`config.mk`:
```
export PLATFORM = sky130hd
export DESIGN_NAME = sprite_compositor_flat
export DESIGN_NICKNAME = d
export VERILOG_FILES = /design/src/rtl/sprite_compositor_pkg.sv /design/src/rtl/sprite_compositor_if.sv /design/src/rtl/sprite_compositor_hit.sv /design/src/rtl/sprite_compositor.sv /design/src/flat_wrapper.sv
export SDC_FILE = /design/constraint.sdc
export NUM_CORES = 1
export LEC_CHECK = 0
export ABC_AREA = 1
export BUFFER_PORTS_ARGS = -buffer_cell sky130_fd_sc_hd__buf_2
export CORE_MARGIN = 2
export CORE_UTILIZATION = 35
export DETAILED_ROUTE_END_ITERATION = 6
export SLEW_MARGIN = 20
export SYNTH_ARGS = -nofsm -noshare
export SYNTH_HDL_FRONTEND = slang
export SYNTH_SLANG_ARGS = --single-unit
```
`constraint.sdc`:
```
create_clock -name clk -period 6.9 [get_ports clk]
set_input_delay 1.035 -clock clk [delete_from_list [all_inputs] [get_ports clk]]
set_output_delay 1.035 -clock clk [all_outputs]
set_load 0.02 [all_outputs]
```
`src/rtl/sprite_compositor_pkg.sv`:
```
`default_nettype none
// ============================================================================
//  Module   : sprite_pkg
//  Purpose  : Shared types and constants for the sprite compositor.
//             - RGB332 pixel type
//             - Default transparent colour key
//             - Screen coordinate width
//             - Sprite position struct
//  Revision : 1.0  initial release
// ============================================================================
package sprite_pkg;

  localparam int COORD_W = 10;

  typedef logic [7:0] rgb332_t;

  localparam rgb332_t KEY_DEFAULT = 8'hE3;

  typedef struct packed {
    logic [COORD_W-1:0] x;
    logic [COORD_W-1:0] y;
  } sprite_pos_t;

endpackage
`default_nettype wire

```
`src/rtl/sprite_compositor_if.sv`:
```
`default_nettype none
// ============================================================================
//  Module   : sprite_compositor_if
//  Purpose  : Pixel-stream, shadow-register and ROM bus between the VGA
//             generator / ROMs (master) and the compositor (slave).
//  Signals  : x_ptr, y_ptr, valid, frame_tick  pixel stream and frame strobe
//             spr_x, spr_y, spr_en            packed sprite positions / enables
//             addr_bg, data_bg                background ROM port
//             addr_spr, data_spr              packed sprite ROM ports
//             RGB, valid_out, collide         composited output and flags
//  Revision : 1.0  initial release
// ============================================================================
interface sprite_compositor_if
  import sprite_pkg::*;
#(
  parameter int N_SPRITES = 4,
  parameter int SPR_AW    = 9,
  parameter int BG_LOG2   = 8
) ();

  logic [COORD_W-1:0]           x_ptr;
  logic [COORD_W-1:0]           y_ptr;
  logic                         valid;
  logic                         frame_tick;
  logic [COORD_W*N_SPRITES-1:0] spr_x;
  logic [COORD_W*N_SPRITES-1:0] spr_y;
  logic [N_SPRITES-1:0]         spr_en;
  logic [2*BG_LOG2-1:0]         addr_bg;
  rgb332_t                      data_bg;
  logic [SPR_AW*N_SPRITES-1:0]  addr_spr;
  logic [8*N_SPRITES-1:0]       data_spr;
  rgb332_t                      RGB;
  logic                         valid_out;
  logic [N_SPRITES-1:0]         collide;

  modport master (
    output x_ptr, y_ptr, valid, frame_tick, spr_x, spr_y, spr_en,
    output data_bg, data_spr,
    input  addr_bg, addr_spr, RGB, valid_out, collide
  );

  modport slave (
    input  x_ptr, y_ptr, valid, frame_tick, spr_x, spr_y, spr_en,
    input  data_bg, data_spr,
    output addr_bg, addr_spr, RGB, valid_out, collide
  );

endinterface
`default_nettype wire

```
`src/rtl/sprite_compositor_hit.sv`:
```
`default_nettype none
// ============================================================================
//  Module   : sprite_hit
//  Purpose  : Combinational bounds test and ROM address for one sprite.
//  Ports    : x_i, y_i   current pixel
//             pos_i      sprite top-left corner (shadow copy)
//             en_i       sprite enable (shadow copy)
//             hit_o      pixel lies inside the sprite
//             addr_o     sprite ROM address, 0 on a miss
//  Revision : 1.0  initial release
// ============================================================================
module sprite_hit
  import sprite_pkg::*;
#(
  parameter int SPR_W  = 16,
  parameter int SPR_H  = 32,
  parameter int SPR_AW = 9
) (
  input  logic [COORD_W-1:0] x_i,
  input  logic [COORD_W-1:0] y_i,
  input  sprite_pos_t        pos_i,
  input  logic               en_i,
  output logic               hit_o,
  output logic [SPR_AW-1:0]  addr_o
);

  localparam int LOG2W = $clog2(SPR_W);
  localparam logic [COORD_W:0] W_EXT = SPR_W[COORD_W:0];
  localparam logic [COORD_W:0] H_EXT = SPR_H[COORD_W:0];

  // One extra bit so that sx+SPR_W past column 1023 clips instead of wrapping.
  logic [COORD_W:0]   x_ext, y_ext, sx_ext, sy_ext;
  logic [COORD_W-1:0] dx, dy;
  logic               in_x, in_y;

  assign x_ext  = {1'b0, x_i};
  assign y_ext  = {1'b0, y_i};
  assign sx_ext = {1'b0, pos_i.x};
  assign sy_ext = {1'b0, pos_i.y};

  assign in_x  = (x_ext >= sx_ext) && (x_ext < sx_ext + W_EXT);
  assign in_y  = (y_ext >= sy_ext) && (y_ext < sy_ext + H_EXT);
  assign hit_o = en_i && in_x && in_y;

  assign dx = x_i - pos_i.x;
  assign dy = y_i - pos_i.y;

  // SPR_W is a power of two, so row*SPR_W is a shift.
  assign addr_o = hit_o ? ((SPR_AW'(dy) << LOG2W) + SPR_AW'(dx)) : '0;

endmodule
`default_nettype wire

```
`src/rtl/sprite_compositor.sv`:
```
`default_nettype none
// ============================================================================
//  Module   : sprite_compositor
//  Purpose  : Composites a tiled background and N_SPRITES sprites onto the
//             VGA pixel stream with a 3-cycle fixed latency, and reports
//             per-frame collisions between sprite 0 and every other sprite.
//  Ports    : clk   pixel clock
//             rst   asynchronous active-high reset
//             bus   sprite_compositor_if.slave (pixel stream, ROMs, outputs)
//  Revision : 1.0  initial release
// ============================================================================
module sprite_compositor
  import sprite_pkg::*;
#(
  parameter int      N_SPRITES = 4,
  parameter int      SPR_W     = 16,
  parameter int      SPR_H     = 32,
  parameter int      SPR_AW    = 9,
  parameter int      BG_LOG2   = 8,
  parameter rgb332_t KEY       = KEY_DEFAULT
) (
  input  logic               clk,
  input  logic               rst,
  sprite_compositor_if.slave bus
);

  // Shadow copies of the sprite registers, refreshed only on frame_tick.
  sprite_pos_t                 pos_q [N_SPRITES];
  logic [N_SPRITES-1:0]        en_q;

  logic [N_SPRITES-1:0]        hit_d;
  logic [SPR_AW*N_SPRITES-1:0] addr_spr_d;

  logic [2*BG_LOG2-1:0]        addr_bg_q;
  logic [SPR_AW*N_SPRITES-1:0] addr_spr_q;
  logic [N_SPRITES-1:0]        hit0_q, hit1_q;
  logic                        valid0_q, valid1_q;
  rgb332_t                     rgb_q, rgb_d;
  logic                        valid_out_q;
  logic [N_SPRITES-1:0]        opaque;
  logic [N_SPRITES-1:0]        acc_q, acc_d;
  logic [N_SPRITES-1:0]        collide_q;

  always_ff @(posedge clk or posedge rst) begin
    if (rst) begin
      en_q <= '0;
      for (int i = 0; i < N_SPRITES; i++) pos_q[i] <= '0;
    end else if (bus.frame_tick) begin
      en_q <= bus.spr_en;
      for (int i = 0; i < N_SPRITES; i++) begin
        pos_q[i].x <= bus.spr_x[COORD_W*i +: COORD_W];
        pos_q[i].y <= bus.spr_y[COORD_W*i +: COORD_W];
      end
    end
  end

  for (genvar g = 0; g < N_SPRITES; g++) begin : g_hit
    sprite_hit #(
      .SPR_W  (SPR_W),
      .SPR_H  (SPR_H),
      .SPR_AW (SPR_AW)
    ) u_hit (
      .x_i    (bus.x_ptr),
      .y_i    (bus.y_ptr),
      .pos_i  (pos_q[g]),
      .en_i   (en_q[g]),
      .hit_o  (hit_d[g]),
      .addr_o (addr_spr_d[SPR_AW*g +: SPR_AW])
    );
  end

  // Stage 2: scan from the highest index down so the lowest opaque index
  // is the last writer and therefore wins.
  always_comb begin
    opaque = '0;
    rgb_d  = bus.data_bg;
    for (int i = N_SPRITES - 1; i >= 0; i--) begin
      if (hit1_q[i] && (bus.data_spr[8*i +: 8] != KEY)) begin
        opaque[i] = 1'b1;
        rgb_d     = bus.data_spr[8*i +: 8];
      end
    end
    if (!valid1_q) rgb_d = '0;

    acc_d = acc_q;
    for (int i = 1; i < N_SPRITES; i++) begin
      if (valid1_q && opaque[0] && opaque[i]) acc_d[i] = 1'b1;
    end
  end

  always_ff @(posedge clk or posedge rst) begin
    if (rst) begin
      addr_bg_q   <= '0;
      addr_spr_q  <= '0;
      hit0_q      <= '0;
      valid0_q    <= 1'b0;
      hit1_q      <= '0;
      valid1_q    <= 1'b0;
      rgb_q       <= '0;
      valid_out_q <= 1'b0;
      acc_q       <= '0;
      collide_q   <= '0;
    end else begin
      addr_bg_q   <= {bus.y_ptr[BG_LOG2-1:0], bus.x_ptr[BG_LOG2-1:0]};
      addr_spr_q  <= addr_spr_d;
      hit0_q      <= hit_d;
      valid0_q    <= bus.valid;
      hit1_q      <= hit0_q;
      valid1_q    <= valid0_q;
      rgb_q       <= rgb_d;
      valid_out_q <= valid1_q;
      // A collision on the tick cycle itself still lands in this frame's report.
      if (bus.frame_tick) begin
        collide_q <= acc_d;
        acc_q     <= '0;
      end else begin
        acc_q     <= acc_d;
      end
    end
  end

  assign bus.addr_bg   = addr_bg_q;
  assign bus.addr_spr  = addr_spr_q;
  assign bus.RGB       = rgb_q;
  assign bus.valid_out = valid_out_q;
  assign bus.collide   = collide_q;

endmodule
`default_nettype wire
```
`src/flat_wrapper.sv`:
```
// flat-port wrapper written by rule: the top's interface ports become plain ports
module sprite_compositor_flat import sprite_pkg::*;
#(
  parameter int      N_SPRITES = 4,
  parameter int      SPR_W     = 16,
  parameter int      SPR_H     = 32,
  parameter int      SPR_AW    = 9,
  parameter int      BG_LOG2   = 8,
  parameter rgb332_t KEY       = KEY_DEFAULT
)
  (clk, rst, bus_x_ptr, bus_y_ptr, bus_valid, bus_frame_tick, bus_spr_x, bus_spr_y, bus_spr_en, bus_data_bg, bus_data_spr, bus_addr_bg, bus_addr_spr, bus_RGB, bus_valid_out, bus_collide);
  sprite_compositor_if #(.N_SPRITES(N_SPRITES), .SPR_AW(SPR_AW), .BG_LOG2(BG_LOG2)) bus_i ();
  input  logic clk;
  input  logic rst;
  input wire logic [$bits(bus_i.x_ptr)-1:0] bus_x_ptr;
  input wire logic [$bits(bus_i.y_ptr)-1:0] bus_y_ptr;
  input wire logic [$bits(bus_i.valid)-1:0] bus_valid;
  input wire logic [$bits(bus_i.frame_tick)-1:0] bus_frame_tick;
  input wire logic [$bits(bus_i.spr_x)-1:0] bus_spr_x;
  input wire logic [$bits(bus_i.spr_y)-1:0] bus_spr_y;
  input wire logic [$bits(bus_i.spr_en)-1:0] bus_spr_en;
  input wire logic [$bits(bus_i.data_bg)-1:0] bus_data_bg;
  input wire logic [$bits(bus_i.data_spr)-1:0] bus_data_spr;
  output wire logic [$bits(bus_i.addr_bg)-1:0] bus_addr_bg;
  output wire logic [$bits(bus_i.addr_spr)-1:0] bus_addr_spr;
  output wire logic [$bits(bus_i.RGB)-1:0] bus_RGB;
  output wire logic [$bits(bus_i.valid_out)-1:0] bus_valid_out;
  output wire logic [$bits(bus_i.collide)-1:0] bus_collide;
  assign bus_i.x_ptr = bus_x_ptr;
  assign bus_i.y_ptr = bus_y_ptr;
  assign bus_i.valid = bus_valid;
  assign bus_i.frame_tick = bus_frame_tick;
  assign bus_i.spr_x = bus_spr_x;
  assign bus_i.spr_y = bus_spr_y;
  assign bus_i.spr_en = bus_spr_en;
  assign bus_i.data_bg = bus_data_bg;
  assign bus_i.data_spr = bus_data_spr;
  assign bus_addr_bg = bus_i.addr_bg;
  assign bus_addr_spr = bus_i.addr_spr;
  assign bus_RGB = bus_i.RGB;
  assign bus_valid_out = bus_i.valid_out;
  assign bus_collide = bus_i.collide;
  sprite_compositor #(.N_SPRITES(N_SPRITES), .SPR_W(SPR_W), .SPR_H(SPR_H), .SPR_AW(SPR_AW), .BG_LOG2(BG_LOG2), .KEY(KEY)) u_core (.clk(clk), .rst(rst), .bus(bus_i));
endmodule
```
## Word level (Yosys, flattened, before mapping)

Cells that the tools add are included.

- Muxes and demuxes: 17
- Reductions and logical operators: 24
- Add/sub/neg operators: 20
- $lt $le $gt $ge: 16
- Eq/ne operators: 4

Operators with widths:

| operator | number |
|---|---|
| less-than comparator 10 x 11 -> 1 bit | 8 |
| greater-or-equal comparator 10 bit | 8 |
| adder 10 x 5 -> 11 bit (second input constant) | 4 |
| adder 10 x 6 -> 11 bit (second input constant) | 4 |
| 2-to-1 mux 8 bit | 5 |
| adder 9 bit | 4 |
| 2-to-1 mux 9 bit | 4 |
| subtractor 9 bit | 4 |
| != test 8 bit (second input constant) | 4 |
| logical AND 1 bit | 24 |
| subtractor 5 bit | 4 |
| 2-to-1 mux 1 bit | 7 |
| 2-to-1 mux 4 bit | 1 |

- Register bits: 161
- Input bits: 148

## Longest topological paths before layout

Gate-level depths: netlist (run 1).

- Word-level depth: 7
- Gate-level depth with buffers: 16
- Gate-level depth less buffers: 16

## Modules after synthesis

Synthesis (run 1) repeated with hierarchy kept, for this count alone.

- Cell total of the unflattened synthesis: 1580
- Area total of the unflattened synthesis: 12295.5 um^2

By module, submodules not included:

| module | cells each | area each (um^2) | instances | sequential area each (um^2) |
|---|---|---|---|---|
| sprite_compositor | 593 | 5853.1 | 1 | 4028.9 |
| sprite_hit (u_core.g_hit[0].u_hit ...) | 243 | 1606.5 | 2 | 0.0 |
| sprite_hit (u_core.g_hit[3].u_hit) | 256 | 1630.3 | 1 | 0.0 |
| sprite_hit (u_core.g_hit[1].u_hit) | 245 | 1599.0 | 1 | 0.0 |

## Worst setup path after synthesis (run 1)

OpenSTA, ideal clock, no wires.

- Path type: in2reg
- Start point: input port bus_y_ptr[0]
- End point: register u_core.addr_spr_q[17], in the netlist u_core.bus.addr_spr[17]
- Arrival time: 3301 ps
- Setup time: 81 ps
- Required time: 6819 ps
- Cell stages on the path: 15
- Path slack: 3519 ps
- Path through: inv_1 -> ha_1 -> inv_1 -> fa_1 -> xor2_1 -> fa_1 -> ha_1 -> nand2_1 -> o21ai_0 -> inv_1 -> nand2_1 -> inv_1 -> nand2_1 -> nand2_1 -> nor3_2

- Word-level cells in the longest chain between the ends: 4
- Elaborated cells on any way between the ends: 7

Ends and longest elaborated chain:

| element | line | source |
|---|---|---|
| start, declared | flat_wrapper.sv:16 | `input wire logic [$bits(bus_i.y_ptr)-1:0] bus_y_ptr;` |
| parallel branches: the longest is 3 deep, another holds adder 9 bit | n/a |  |
| 2-to-1 mux 9 bit * | sprite_compositor_hit.sv:49 | `assign addr_o = hit_o ? ((SPR_AW'(dy) << LOG2W) + SPR_AW'(dx)) : '0;` |
| net u_core.addr_spr_d[17] | sprite_compositor.sv:32 | `logic [SPR_AW*N_SPRITES-1:0] addr_spr_d;` |
| end signal, assigned | sprite_compositor.sv:105 | `addr_spr_q <= addr_spr_d;` |
| end, declared | sprite_compositor.sv:35 | `logic [SPR_AW*N_SPRITES-1:0] addr_spr_q;` |

Mark *: on every way through the listed nets, which the timed path passes.
A chain may end at the register's enable or synchronous reset.

## Final worst setup path (run 1)

- Start point: input port bus_y_ptr[0]
- End point: register u_core.addr_spr_q[35], in the netlist u_core.bus.addr_spr[35]

The elaborated chain is that of the path after synthesis.

==> results of run 1 <==
## state kept, by name, summed over array words and instances, names as in the netlist
name / flops
u_core.bus.addr_bg: 16
u_core.valid1_q: 1
u_core.acc_q: 3
u_core.bus.RGB: 8
u_core.hit0_q: 4
u_core.pos_q: 80
u_core.bus.valid_out: 1
u_core.bus.collide: 3
u_core.bus.addr_spr: 36
u_core.en_q: 4
u_core.valid0_q: 1
u_core.hit1_q: 4
## power groups by stage
stage                     Combinational (mW)  Clock [mW]  Sequential [mW]
after CTS                               1.24        1.18             1.06
after detailed placement                1.23           0             1.08
after floorplan                        0.892           0             1.09
after global routing                    1.41        1.22             1.07
after global placement                  1.20           0             1.08
final                                   1.23        1.15             1.06
## critical path, delay by kind of cell
| kind | cells | cell delay (ns) |
|---|---|---|
| XOR/XNOR | 1 | 0.21 |
| AO/OA/AOI/OAI | 1 | 0.19 |
| adder cells (fa/ha/maj) | 4 | 1.42 |
| buffers and inverters | 5 | 0.47 |
| AND/OR/NAND/NOR | 5 | 0.44 |
## per-layer routing
layer	vias to the layer above	part of all wire, %
met1	4476	48
li1	5076	-
met4	2	1.5
met5	-	0.039
met2	236	45
met3	32	5.3
## final timing paths
kind	end	start	slack, ns
max	u_core.bus.addr_spr[35]	bus_y_ptr[0]	3.50
min	u_core.hit1_q[2]	u_core.hit0_q[2]	0.36
max reg2reg	u_core.bus.addr_spr[17]	u_core.pos_q[40]	4.05
min reg2reg	u_core.hit1_q[2]	u_core.hit0_q[2]	0.36
max in group asynchronous	u_core.pos_q[26]	rst	5.00
min in group asynchronous	u_core.pos_q[10]	rst	0.70
## cells by family after synthesis
group           count (synthesis)  synth area share (%)
mux                            12                  1.10
simple gates                  573                  23.1
xor+xnor                       63                  4.50
compound gates                195                  8.77
flops                         161                  32.9
other cells                     1                0.0306
fa+ha+maj                     196                  22.2
buf+inv                       235                  7.35
## cell usage after synthesis, types with 2 or more instances
cell | instances | share of area [%]
sky130_fd_sc_hd__nand2_2 | 10 | 0.51
sky130_fd_sc_hd__nor2_4 | 4 | 0.37
sky130_fd_sc_hd__or2_2 | 6 | 0.31
sky130_fd_sc_hd__ha_1 | 160 | 16
sky130_fd_sc_hd__o21a_1 | 8 | 0.49
sky130_fd_sc_hd__buf_4 | 2 | 0.12
sky130_fd_sc_hd__inv_1 | 204 | 6.2
sky130_fd_sc_hd__nand3_4 | 4 | 0.57
sky130_fd_sc_hd__a31o_2 | 4 | 0.29
sky130_fd_sc_hd__nand2_4 | 4 | 0.37
sky130_fd_sc_hd__nand3b_2 | 4 | 0.37
sky130_fd_sc_hd__o21bai_1 | 9 | 0.55
sky130_fd_sc_hd__nor3_1 | 14 | 0.57
sky130_fd_sc_hd__inv_2 | 7 | 0.21
sky130_fd_sc_hd__a21oi_2 | 3 | 0.21
sky130_fd_sc_hd__nand3_1 | 78 | 3.2
sky130_fd_sc_hd__nor3b_1 | 4 | 0.25
sky130_fd_sc_hd__clkbuf_1 | 12 | 0.37
sky130_fd_sc_hd__buf_2 | 9 | 0.37
sky130_fd_sc_hd__mux2_2 | 12 | 1.1
sky130_fd_sc_hd__nand2_1 | 316 | 9.7
sky130_fd_sc_hd__o211ai_1 | 2 | 0.12
sky130_fd_sc_hd__xnor2_1 | 24 | 1.7
sky130_fd_sc_hd__nand3b_1 | 5 | 0.31
sky130_fd_sc_hd__nor2_2 | 8 | 0.41
sky130_fd_sc_hd__nor3_2 | 36 | 2.9
sky130_fd_sc_hd__a21boi_0 | 6 | 0.37
sky130_fd_sc_hd__xor2_1 | 39 | 2.8
sky130_fd_sc_hd__nor2b_1 | 2 | 0.10
sky130_fd_sc_hd__nor2_1 | 52 | 1.6
sky130_fd_sc_hd__a21oi_1 | 68 | 2.8
sky130_fd_sc_hd__fa_1 | 36 | 5.9
sky130_fd_sc_hd__a21o_1 | 2 | 0.12
sky130_fd_sc_hd__o21ai_0 | 90 | 3.7
sky130_fd_sc_hd__nand3_2 | 8 | 0.65
sky130_fd_sc_hd__dfrtp_1 | 161 | 33
sky130_fd_sc_hd__nand4_1 | 16 | 0.82
## layout make-up
| type | instances | area [um^2] |
|---|---|---|
| timing repair buffer | 214 | 1080 |
| inverter | 212 | 801 |
| clock buffer | 17 | 425 |
| tap | 455 | 569 |
| sequential | 161 | 4030 |
| fill | 3501 | 20000 |
| multi-input combinational | 1040 | 7320 |
| clock inverter | 15 | 270 |
==> insert_results.sql, run 1 <==
INSERT INTO impl_metrics (metric_group, metric, value, unit) VALUES
('clocking', 'clock_tree.root_cell', 'sky130_fd_sc_hd__clkbuf_16', ''),
('worst_setup_path', 'cp.required', '7.27', 'ns'),
('global_route', 'track_usage', '18.8', '%'),
('worst_setup_path', 'critical_path.max_stage_delay', '0.44', 'ns'),
('clocking', 'clkLatencyLatePin', '0.45', 'ns'),
('sta', 'final.min_clock_period', '3.40', 'ns'),
('finish', 'layout.cells.most_common_list', 'sky130_fd_sc_hd__nand2_1 (316), sky130_fd_sc_hd__buf_2 (210), sky130_fd_sc_hd__inv_1 (203), sky130_fd_sc_hd__dfrtp_1 (161), sky130_fd_sc_hd__ha_1 (160)', ''),
('routing', 'wire_per_inst', '15.6', 'um'),
('routing', 'final_antenna_net_count', '0', ''),
('routing', 'vias', '9822', ''),
('routing', 'drt_pass_1_iters', '5', ''),
('routing', 'drt-total-wl', '33.0', 'mm'),
('synthesis', 'synthesis.nets', '1780', ''),
('worst_setup_path', 'timing.setup.critical_path_class', 'input port to flip-flop', ''),
('global_route', 'grt_first_pass_wirelength', '53.1', 'mm'),
('finish', 'n_antenna_cell', '0', ''),
('clocking', 'hold_fix_buffers_at_cts', '0', ''),
('sta', 'layout_worst_path_cycle_share', '49.2', '%'),
('worst_setup_path', 'critical_path_arrival', '3.77', 'ns'),
('global_route', 'via_count_of_the_first_global_routing_pass', '9946', ''),
('floorplan', 'floorplan.initialDensity', '35.5', '%'),
('synthesis', 'number_of_flops_mapped_to_enable_cells_by_yosys', '0', ''),
('finish', 'stdcell_count', '2114', ''),
('finish', 'synthToLayoutAreaGrowth', '18.3', '%'),
('finish', 'finalInstanceArea', '0.0145', 'mm^2'),
('sta', 'slew_headroom', '41.2', '%'),
('synthesis', 'syn-cell-area', '0.0123', 'mm^2'),
('sta', 'worst_clock_skew', '0.0122', 'ns'),
('synthesis', 'synth-warning-count', '0', ''),
('sta', 'timing_worst_slew_pin_value', '0.882', 'ns'),
('run', 'cap_violations', '0', ''),
('placed_design', 'buffer_ports.inserted', '211', ''),
('finish', 'utilization', '42.0', '%'),
('clocking', 'clkSinkCount', '161', ''),
('sta', 'final.setup.tns', '0', 'ns'),
('global_route', 'grt_use_met2', '30.7', '%'),
('placed_design', 'hpwlAfterDp', '26.1', 'mm'),
('floorplan', 'num_rows', '68', ''),
('clocking', 'h-tree-depth', '4', ''),
('finish', 'final_net_count', '1990', ''),
('sta', 'highest_attainable_clock_frequency', '294', 'MHz'),
('global_route', 'grt_start_max_net_pins', '95', ''),
('synthesis', 'synth_seq_area_share', '32.9', '%'),
('clocking', 'cts_tree', 'built', ''),
('worst_setup_path', 'worstRegToRegCells', '14', ''),
('routing', 'post_drt_via_cell_ratio', '4.65', ''),
('outcome', 'run_status', 'complete, no violations', ''),
('clocking', 'post_cts_resized', '0', ''),
('finish', 'layout_commonest_cell', 'sky130_fd_sc_hd__nand2_1', ''),
('global_route', 'groute.layer.met3.usage', '3.49', '%'),
('pwr', 'static-leakage-power', '7.60', 'nW'),
('clocking', 'cts_inserted_buffers', '17', ''),
('placed_design', 'place_congestion', '0.880', ''),
('global_route', 'gr-max-usage-layer', 'met2', ''),
('worst_setup_path', 'crit_chain', 'buf_2, inv_1, ha_1, inv_1, fa_1, xor2_1, fa_1, ha_1, nand2_1, o21ai_0, inv_1, nand2_1, inv_1, nand2_1, nand2_1, nor3_2', ''),
('placed_design', 'place.detailed.instances', '2082', ''),
('sta', 'final_max_slew_viol_count', '0', ''),
('worst_setup_path', 'critical_path.slowest_cell', 'sky130_fd_sc_hd__fa_1', ''),
('synthesis', 'postSynthCellCount', '1436', ''),
('worst_hold_path', 'worstHoldPathType', 'flip-flop to flip-flop', ''),
('clocking', 'cts_clk_pin_slew_worst_paths', '0.08', 'ns'),
('pwr', 'design_power_total', '3.43', 'mW'),
('sta', 'hold_viol', '0', ''),
('routing', 'detailedRoute.firstIterationViolations', '443', ''),
('global_route', 'globalRoute.totalOverflow', '0', ''),
('synthesis', 'ys_types', '44', ''),
('routing', 'drcViolationCount', '0', ''),
('worst_setup_path', 'max_fo_critical_path', '4', ''),
('floorplan', 'die-width', '191', 'um'),
('floorplan', 'ios', '213', ''),
('synthesis', 'ys_seq_elements', '161', '');
No activity file was read; power rests on OpenSTA's default activity.
==> inputs of run 2 (changes only) <==
clock period = 3.4 ns   (was 6.9 ns; I/O delays follow)
==> run 2 against run 1 <==
Compared with the run above: sequential share of layout area rose by 0.087 points; final cell count barely moved; via count rose by 0.82%; sequential power rose by 100%; non-clock buffer count rose by 3; first-iteration DRC count fell by 14%; critical path depth fell by 2; die area did not move; routed wire length fell by 0.50%; design area fell by 0.31%; clock power rose by 72%; largest power group unchanged; highest routed layer unchanged.
==> insert_results.sql, run 2 (same netlist as run 1, synthesis figures left out) <==
INSERT INTO impl_metrics (metric_group, metric, value, unit) VALUES
('routing', 'drcViolationCount', '0', ''),
('sta', 'layout_worst_path_cycle_share', '85.2', '%'),
('floorplan', 'floorplan.die.height', '191', 'um'),
('global_route', 'via_count_of_the_first_global_routing_pass', '10044', ''),
('worst_setup_path', 'critical_path_launch_point_type', 'input port', ''),
('finish', 'synthToLayoutAreaGrowth', '18.0', '%'),
('worst_setup_path', 'timing.setup.critical_path_class', 'input port to flip-flop', ''),
('clocking', 'h-tree-depth', '4', ''),
('floorplan', 'die-width', '191', 'um'),
('worst_setup_path', 'worst_setup_path_end_kind', 'flip-flop', ''),
('finish', 'finalInstanceArea', '0.0145', 'mm^2'),
('clocking', 'clkLatencyLatePin', '0.45', 'ns'),
('finish', 'layout.cells.most_common_list', 'sky130_fd_sc_hd__nand2_1 (316), sky130_fd_sc_hd__buf_2 (210), sky130_fd_sc_hd__inv_1 (203), sky130_fd_sc_hd__dfrtp_1 (161), sky130_fd_sc_hd__ha_1 (160)', ''),
('routing', 'post_drt_via_cell_ratio', '4.68', ''),
('floorplan', 'ios', '213', ''),
('clocking', 'clkSinkCount', '161', ''),
('sta', 'timing.hold.ws', '0.177', 'ns'),
('sta', 'timing_worst_slew_pin_value', '0.839', 'ns'),
('global_route', 'grt_start_max_net_pins', '166', ''),
('global_route', 'globalRoute.totalOverflow', '0', ''),
('global_route', 'grt_first_pass_wirelength', '52.8', 'mm'),
('worst_setup_path', 'critical_path_arrival', '3.26', 'ns'),
('pwr', 'static-leakage-power', '7.56', 'nW'),
('finish', 'utilization', '41.8', '%'),
('outcome', 'run_status', 'complete, no violations', ''),
('worst_setup_path', 'critical-path-top-delay-family', 'adder cells', ''),
('clocking', 'post_cts_resized', '0', ''),
('placed_design', 'buffer_ports.inserted', '211', ''),
('floorplan', 'num_rows', '68', ''),
('placed_design', 'place_congestion', '0.915', ''),
('clocking', 'post_cts_buffers', '0', ''),
('placed_design', 'placed_area', '0.0139', 'mm^2'),
('placed_design', 'hpwlAfterDp', '26.3', 'mm'),
('floorplan', 'floorplan.initialDensity', '35.5', '%'),
('routing', 'detailedRoute.firstIterationViolations', '379', ''),
('pwr', 'power-per-cell-area', '459', 'mW/mm^2'),
('pwr', 'power.ir.vdd_worst', '378', 'uV'),
('worst_setup_path', 'cp.required', '3.76', 'ns'),
('sta', 'final.min_clock_period', '2.90', 'ns'),
('worst_setup_path', 'critical_path.slowest_cell', 'sky130_fd_sc_hd__fa_1', ''),
('routing', 'drt_pass_1_iters', '5', ''),
('clocking', 'max-clock-path-buffers', '2', ''),
('finish', 'final_net_count', '1993', ''),
('finish', 'n_antenna_cell', '0', ''),
('finish', 'layout_commonest_cell', 'sky130_fd_sc_hd__nand2_1', ''),
('sta', 'final.setup.tns', '0', 'ns'),
('sta', 'highest_attainable_clock_frequency', '345', 'MHz'),
('routing', 'wire_per_inst', '15.5', 'um'),
('clocking', 'clock_tree.root_cell', 'sky130_fd_sc_hd__clkbuf_16', ''),
('sta', 'slew_headroom', '43.9', '%'),
('worst_setup_path', 'critical_path.max_stage_delay', '0.47', 'ns'),
('global_route', 'number_of_antenna_violations_at_the_first_check_in_global_routing', '2', ''),
('worst_setup_path', 'max_fo_critical_path', '4', ''),
('clocking', 'cts_clk_pin_slew_worst_paths', '0.06', 'ns'),
('floorplan', 'floorplan.die_area', '0.0365', 'mm^2'),
('routing', 'vias', '9903', ''),
('clocking', 'cts_inserted_buffers', '17', ''),
('routing', 'final_antenna_net_count', '0', ''),
('worst_setup_path', 'crit_chain', 'buf_2, inv_1, ha_1, inv_1, fa_1, xor2_1, fa_1, ha_1, nand2_1, o21ai_0, a21oi_1, nand3_1, nand2_1, nor3_2', ''),
('worst_hold_path', 'min_from', 'bus_valid', ''),
('clocking', 'hold_fix_buffers_at_cts', '0', ''),
('finish', 'largest_register', 'u_core.pos_q', ''),
('sta', 'unrepaired_setup_endpoints_after_global_routing', 'no', ''),
('finish', 'proportion_of_layout_cells_with_a_drive_suffix_above_1', '21.6', '%'),
('worst_setup_path', 'setup.worst_path.start', 'bus_y_ptr[0]', ''),
('worst_setup_path', 'critPathBufInv', '3', ''),
('sta', 'hold_viol', '0', ''),
('routing', 'drt-total-wl', '32.8', 'mm'),
('finish', 'largest_reg_flops', '80', ''),
('sta', 'setup_violations', '0', ''),
('worst_setup_path', 'regToRegStartpoint', 'u_core.pos_q[40]', ''),
('clocking', 'cts_tree', 'built', ''),
('sta', 'worst_clock_skew', '0.00873', 'ns'),
('worst_hold_path', 'worstHoldPathType', 'input port to flip-flop', ''),
('sta', 'final_max_slew_viol_count', '0', ''),
('floorplan', 'core_area', '0.0345', 'mm^2'),
('run', 'cap_violations', '0', ''),
('global_route', 'track_usage', '18.6', '%');
[run 2: cell types whose count changed in the layout (fill, tap and decap cells not counted), moves of 2 or more]
cell	delta
sky130_fd_sc_hd__clkinvlp_4	+5
sky130_fd_sc_hd__inv_8	-3
sky130_fd_sc_hd__inv_6	-5
sky130_fd_sc_hd__buf_12	+3
sky130_fd_sc_hd__clkbuf_1	+2
sky130_fd_sc_hd__clkbuf_8	+4
sky130_fd_sc_hd__bufinv_16	-4
[run 2: metrics by stage]
stage | total power [mW] | setup slack (ns) | std cells
after CTS | 6.71 | 0.503 | 2116
after detailed placement | 4.69 | 0.0582 | 2085
after floorplan | 4.03 | 0.544 | 1436
final | 6.64 | 0.504 | 2116
after global routing | 7.17 | 0.260 | 2116
after global placement | 4.63 | 0.138 | 2085
[run 2: layout make-up]
cell class / count / area, um^2
inverters: 212 / 800
multi-input cells: 1040 / 7320
clock inverters: 8 / 104
clock buffers: 23 / 488
well taps: 455 / 569
fillers: 3575 / 20100
flip-flops and latches: 161 / 4030
repair buffers: 217 / 1140
[run 2: worst paths after layout]
path	cells after the start	slack, ns	end
setup reg to reg	14	0.51	u_core.bus.addr_spr[17]
setup / recovery	14	0.50	u_core.bus.addr_spr[8]
min in group asynchronous	2	0.23	u_core.bus.addr_spr[30]
max in group asynchronous	3	2.43	u_core.pos_q[23]
hold / removal	1	0.18	u_core.valid0_q
hold reg to reg	0	0.35	u_core.hit1_q[0]
[run 2: where the power goes]
group	switching (mW)	leakage, nW	internal (mW)
Clock	0.827	0.277	1.16
Combinational	1.53	5.25	0.975
Sequential	0.0955	2.03	2.06
[run 2: routing by layer]
layer	share of wire (%)	vias up	track usage [%]
met5	0.082	-	0
met4	1.5	4	5.15
met1	50	4582	25.3
met3	4.0	30	2.90
li1	-	5085	-
met2	45	202	30.7
[run 2: worst reg2reg max path: cells and delay by family, from the launching register on]
kind	cells	cell delay, ns
AOI/OAI and AO/OA	1	0.17
xor gates and xnor gates	1	0.25
adders and majority gates	4	1.43
buffers and inverters	3	0.17
DFF	1	0.40
and+or+nand+nor	5	0.40
==> inputs of run 3 (changes only) <==
clock period = 3.3 ns   (was 3.4 ns; I/O delays follow)
==> run 3 against run 2 <==
Compared with the run above: die area is the same; combinational power is 4% higher; core utilization up 0.42 points; non-clock buffer count increased by 7; via count rose by 2.0%; setup slack worse by 0.092 ns; register-to-register slack worse by 0.07 ns.
==> insert_results.sql, run 3 (same netlist as run 1, synthesis figures left out) <==
INSERT INTO impl_metrics (metric_group, metric, value, unit) VALUES
('finish', 'register_area', '0.00403', 'mm^2'),
('finish', 'largest_reg_flops', '80', ''),
('floorplan', 'floorplan.die.height', '191', 'um'),
('routing', 'final_antenna_net_count', '0', ''),
('pwr', 'power-per-cell-area', '483', 'mW/mm^2'),
('floorplan', 'num_rows', '68', ''),
('pwr', 'power.ir.vdd_worst', '350', 'uV'),
('clocking', 'post_cts_resized', '0', ''),
('finish', 'final.fill_count', '3512', ''),
('clocking', 'cts_clk_pin_slew_worst_paths', '0.07', 'ns'),
('clocking', 'clkSinkCount', '161', ''),
('worst_setup_path', 'max_fo_critical_path', '4', ''),
('sta', 'setup_violations', '0', ''),
('floorplan', 'floorplan.initialDensity', '35.5', '%'),
('worst_setup_path', 'worst_setup_path_end_kind', 'flip-flop', ''),
('routing', 'vias', '10097', ''),
('clocking', 'h-tree-depth', '4', ''),
('sta', 'highest_attainable_clock_frequency', '346', 'MHz'),
('finish', 'multi_input_area', '0.00732', 'mm^2'),
('sta', 'final.setup.tns', '0', 'ns'),
('pwr', 'p_int', '4.43', 'mW'),
('finish', 'layout_commonest_cell', 'sky130_fd_sc_hd__nand2_1', ''),
('clocking', 'post_cts_buffers', '0', ''),
('floorplan', 'ios', '213', ''),
('worst_hold_path', 'worstHoldPathType', 'input port to async pin', ''),
('routing', 'drcViolationCount', '0', ''),
('sta', 'final.min_clock_period', '2.89', 'ns'),
('worst_setup_path', 'critical_path_launch_point_type', 'input port', ''),
('pwr', 'p_sw_share', '37.2', '%'),
('worst_setup_path', 'critical_path_arrival', '3.25', 'ns'),
('sta', 'layout_worst_path_cycle_share', '87.5', '%'),
('global_route', 'grt_start_max_net_pins', '93', ''),
('floorplan', 'die-width', '191', 'um'),
('global_route', 'via_count_of_the_first_global_routing_pass', '10142', ''),
('routing', 'post_drt_via_cell_ratio', '4.75', ''),
('pwr', 'power.switching', '2.62', 'mW'),
('clocking', 'clkLatencyLatePin', '0.44', 'ns'),
('placed_design', 'hpwlAfterDp', '26.7', 'mm'),
('clocking', 'hold_fix_buffers_at_cts', '0', ''),
('sta', 'unrepaired_setup_endpoints_after_global_routing', 'no', ''),
('floorplan', 'core_area', '0.0345', 'mm^2'),
('sta', 'timing.hold.ws', '0.0705', 'ns'),
('routing', 'detailedRoute.firstIterationViolations', '482', ''),
('finish', 'finalInstanceArea', '0.0146', 'mm^2'),
('placed_design', 'buffer_ports.inserted', '211', ''),
('routing', 'drt-total-wl', '33.4', 'mm'),
('global_route', 'track_usage', '19.1', '%'),
('clocking', 'cts_tree', 'built', ''),
('placed_design', 'placed_area', '0.0139', 'mm^2'),
('pwr', 'power_frac_clock', '31.7', '%'),
('finish', 'final_net_count', '2000', ''),
('finish', 'stdcell_count', '2124', ''),
('worst_setup_path', 'timing.setup.critical_path_class', 'input port to flip-flop', ''),
('finish', 'largest_register', 'u_core.pos_q', ''),
('floorplan', 'floorplan.die_area', '0.0365', 'mm^2'),
('global_route', 'number_of_antenna_violations_at_the_first_check_in_global_routing', '2', ''),
('finish', 'synthToLayoutAreaGrowth', '19.1', '%'),
('sta', 'hold_viol', '0', ''),
('pwr', 'static-leakage-power', '7.64', 'nW'),
('pwr', 'comb_power_share', '36.9', '%'),
('worst_setup_path', 'cp.required', '3.67', 'ns'),
('run', 'cap_violations', '0', ''),
('clocking', 'clock_tree.root_cell', 'sky130_fd_sc_hd__clkbuf_16', ''),
('clocking', 'max-clock-path-buffers', '2', ''),
('finish', 'n_antenna_cell', '0', ''),
('global_route', 'grt_first_pass_wirelength', '54.0', 'mm'),
('routing', 'wire_per_inst', '15.7', 'um'),
('worst_setup_path', 'critical_path.max_stage_delay', '0.45', 'ns'),
('routing', 'drt_pass_1_iters', '4', ''),
('sta', 'worst_clock_skew', '0.00949', 'ns'),
('placed_design', 'place_congestion', '0.927', ''),
('finish', 'utilization', '42.3', '%'),
('outcome', 'run_status', 'complete, no violations', ''),
('worst_setup_path', 'crit_chain', 'buf_2, inv_1, ha_1, inv_1, fa_1, xor2_1, fa_1, ha_1, nand2_1, o21ai_0, a21oi_1, nand3_1, nand2_1, nor3_2', ''),
('finish', 'proportion_of_layout_cells_with_a_drive_suffix_above_1', '22.0', '%'),
('finish', 'layout.cells.most_common_list', 'sky130_fd_sc_hd__nand2_1 (316), sky130_fd_sc_hd__buf_2 (210), sky130_fd_sc_hd__inv_1 (203), sky130_fd_sc_hd__dfrtp_1 (161), sky130_fd_sc_hd__ha_1 (160)', ''),
('placed_design', 'place.detailed.instances', '2091', ''),
('worst_setup_path', 'critical_path.slowest_cell', 'sky130_fd_sc_hd__fa_1', ''),
('pwr', 'share_seq_of_total_power', '31.4', '%'),
('clocking', 'cts_inserted_buffers', '17', ''),
('sta', 'final_max_slew_viol_count', '0', ''),
('global_route', 'globalRoute.totalOverflow', '0', '');
[run 3: worst paths after layout]
path	startpoint	end	slack, ns	cells past startpoint
worst max-delay path	bus_y_ptr[0]	u_core.bus.addr_spr[8]	0.41	14
worst min-delay path	rst	u_core.bus.addr_spr[5]	0.07	2
worst max register to register	u_core.pos_q[40]	u_core.bus.addr_spr[17]	0.44	14
worst min register to register	u_core.hit0_q[0]	u_core.hit1_q[0]	0.35	0
max in group asynchronous	rst	u_core.bus.addr_bg[15]	2.49	4
min in group clk	bus_valid	u_core.valid0_q	0.16	1
[run 3: layout make-up]
type                            instances  area share, %
Sequential cell                       161           27.6
Multi-Input combinational cell       1040           50.2
Clock buffer                           17           2.91
Tap cell                              455           3.90
Timing Repair Buffer                  224           8.43
Clock inverter                         15           1.52
Inverter                              212           5.48
[run 3: per-layer routing]
| metal | wire length, um | global-route usage [%] |
|---|---|---|
| met5 | 24 | 0 |
| met4 | 687 | 5.53 |
| met3 | 1510 | 3.32 |
| met2 | 15200 | 31.3 |
| met1 | 16000 | 25.8 |
[run 3: power groups by stage]
| stage | clock network, mW | registers (mW) | logic [mW] |
|---|---|---|---|
| floorplan | 0 | 2.29 | 1.87 |
| detailed placement | 0 | 2.26 | 2.59 |
| global route | 2.39 | 2.23 | 2.98 |
| finish | 2.24 | 2.22 | 2.60 |
| CTS | 2.31 | 2.22 | 2.61 |
| global placement | 0 | 2.25 | 2.53 |
[run 3: metrics by stage]
stage	setup slack (ns)	power, mW
global route	0.213	7.60
detailed placement	-0.00215	4.85
CTS	0.458	7.13
global placement	0.0787	4.78
floorplan	0.459	4.15
finish	0.412	7.05
[run 3: worst max-delay path: cells and delay by family]
kind                     cells  cell delay, ns
adder cells (fa/ha/maj)      4            1.43
buffers and inverters        3            0.37
AND/OR/NAND/NOR              4            0.37
AO/OA/AOI/OAI                2            0.34
XOR/XNOR                     1            0.25
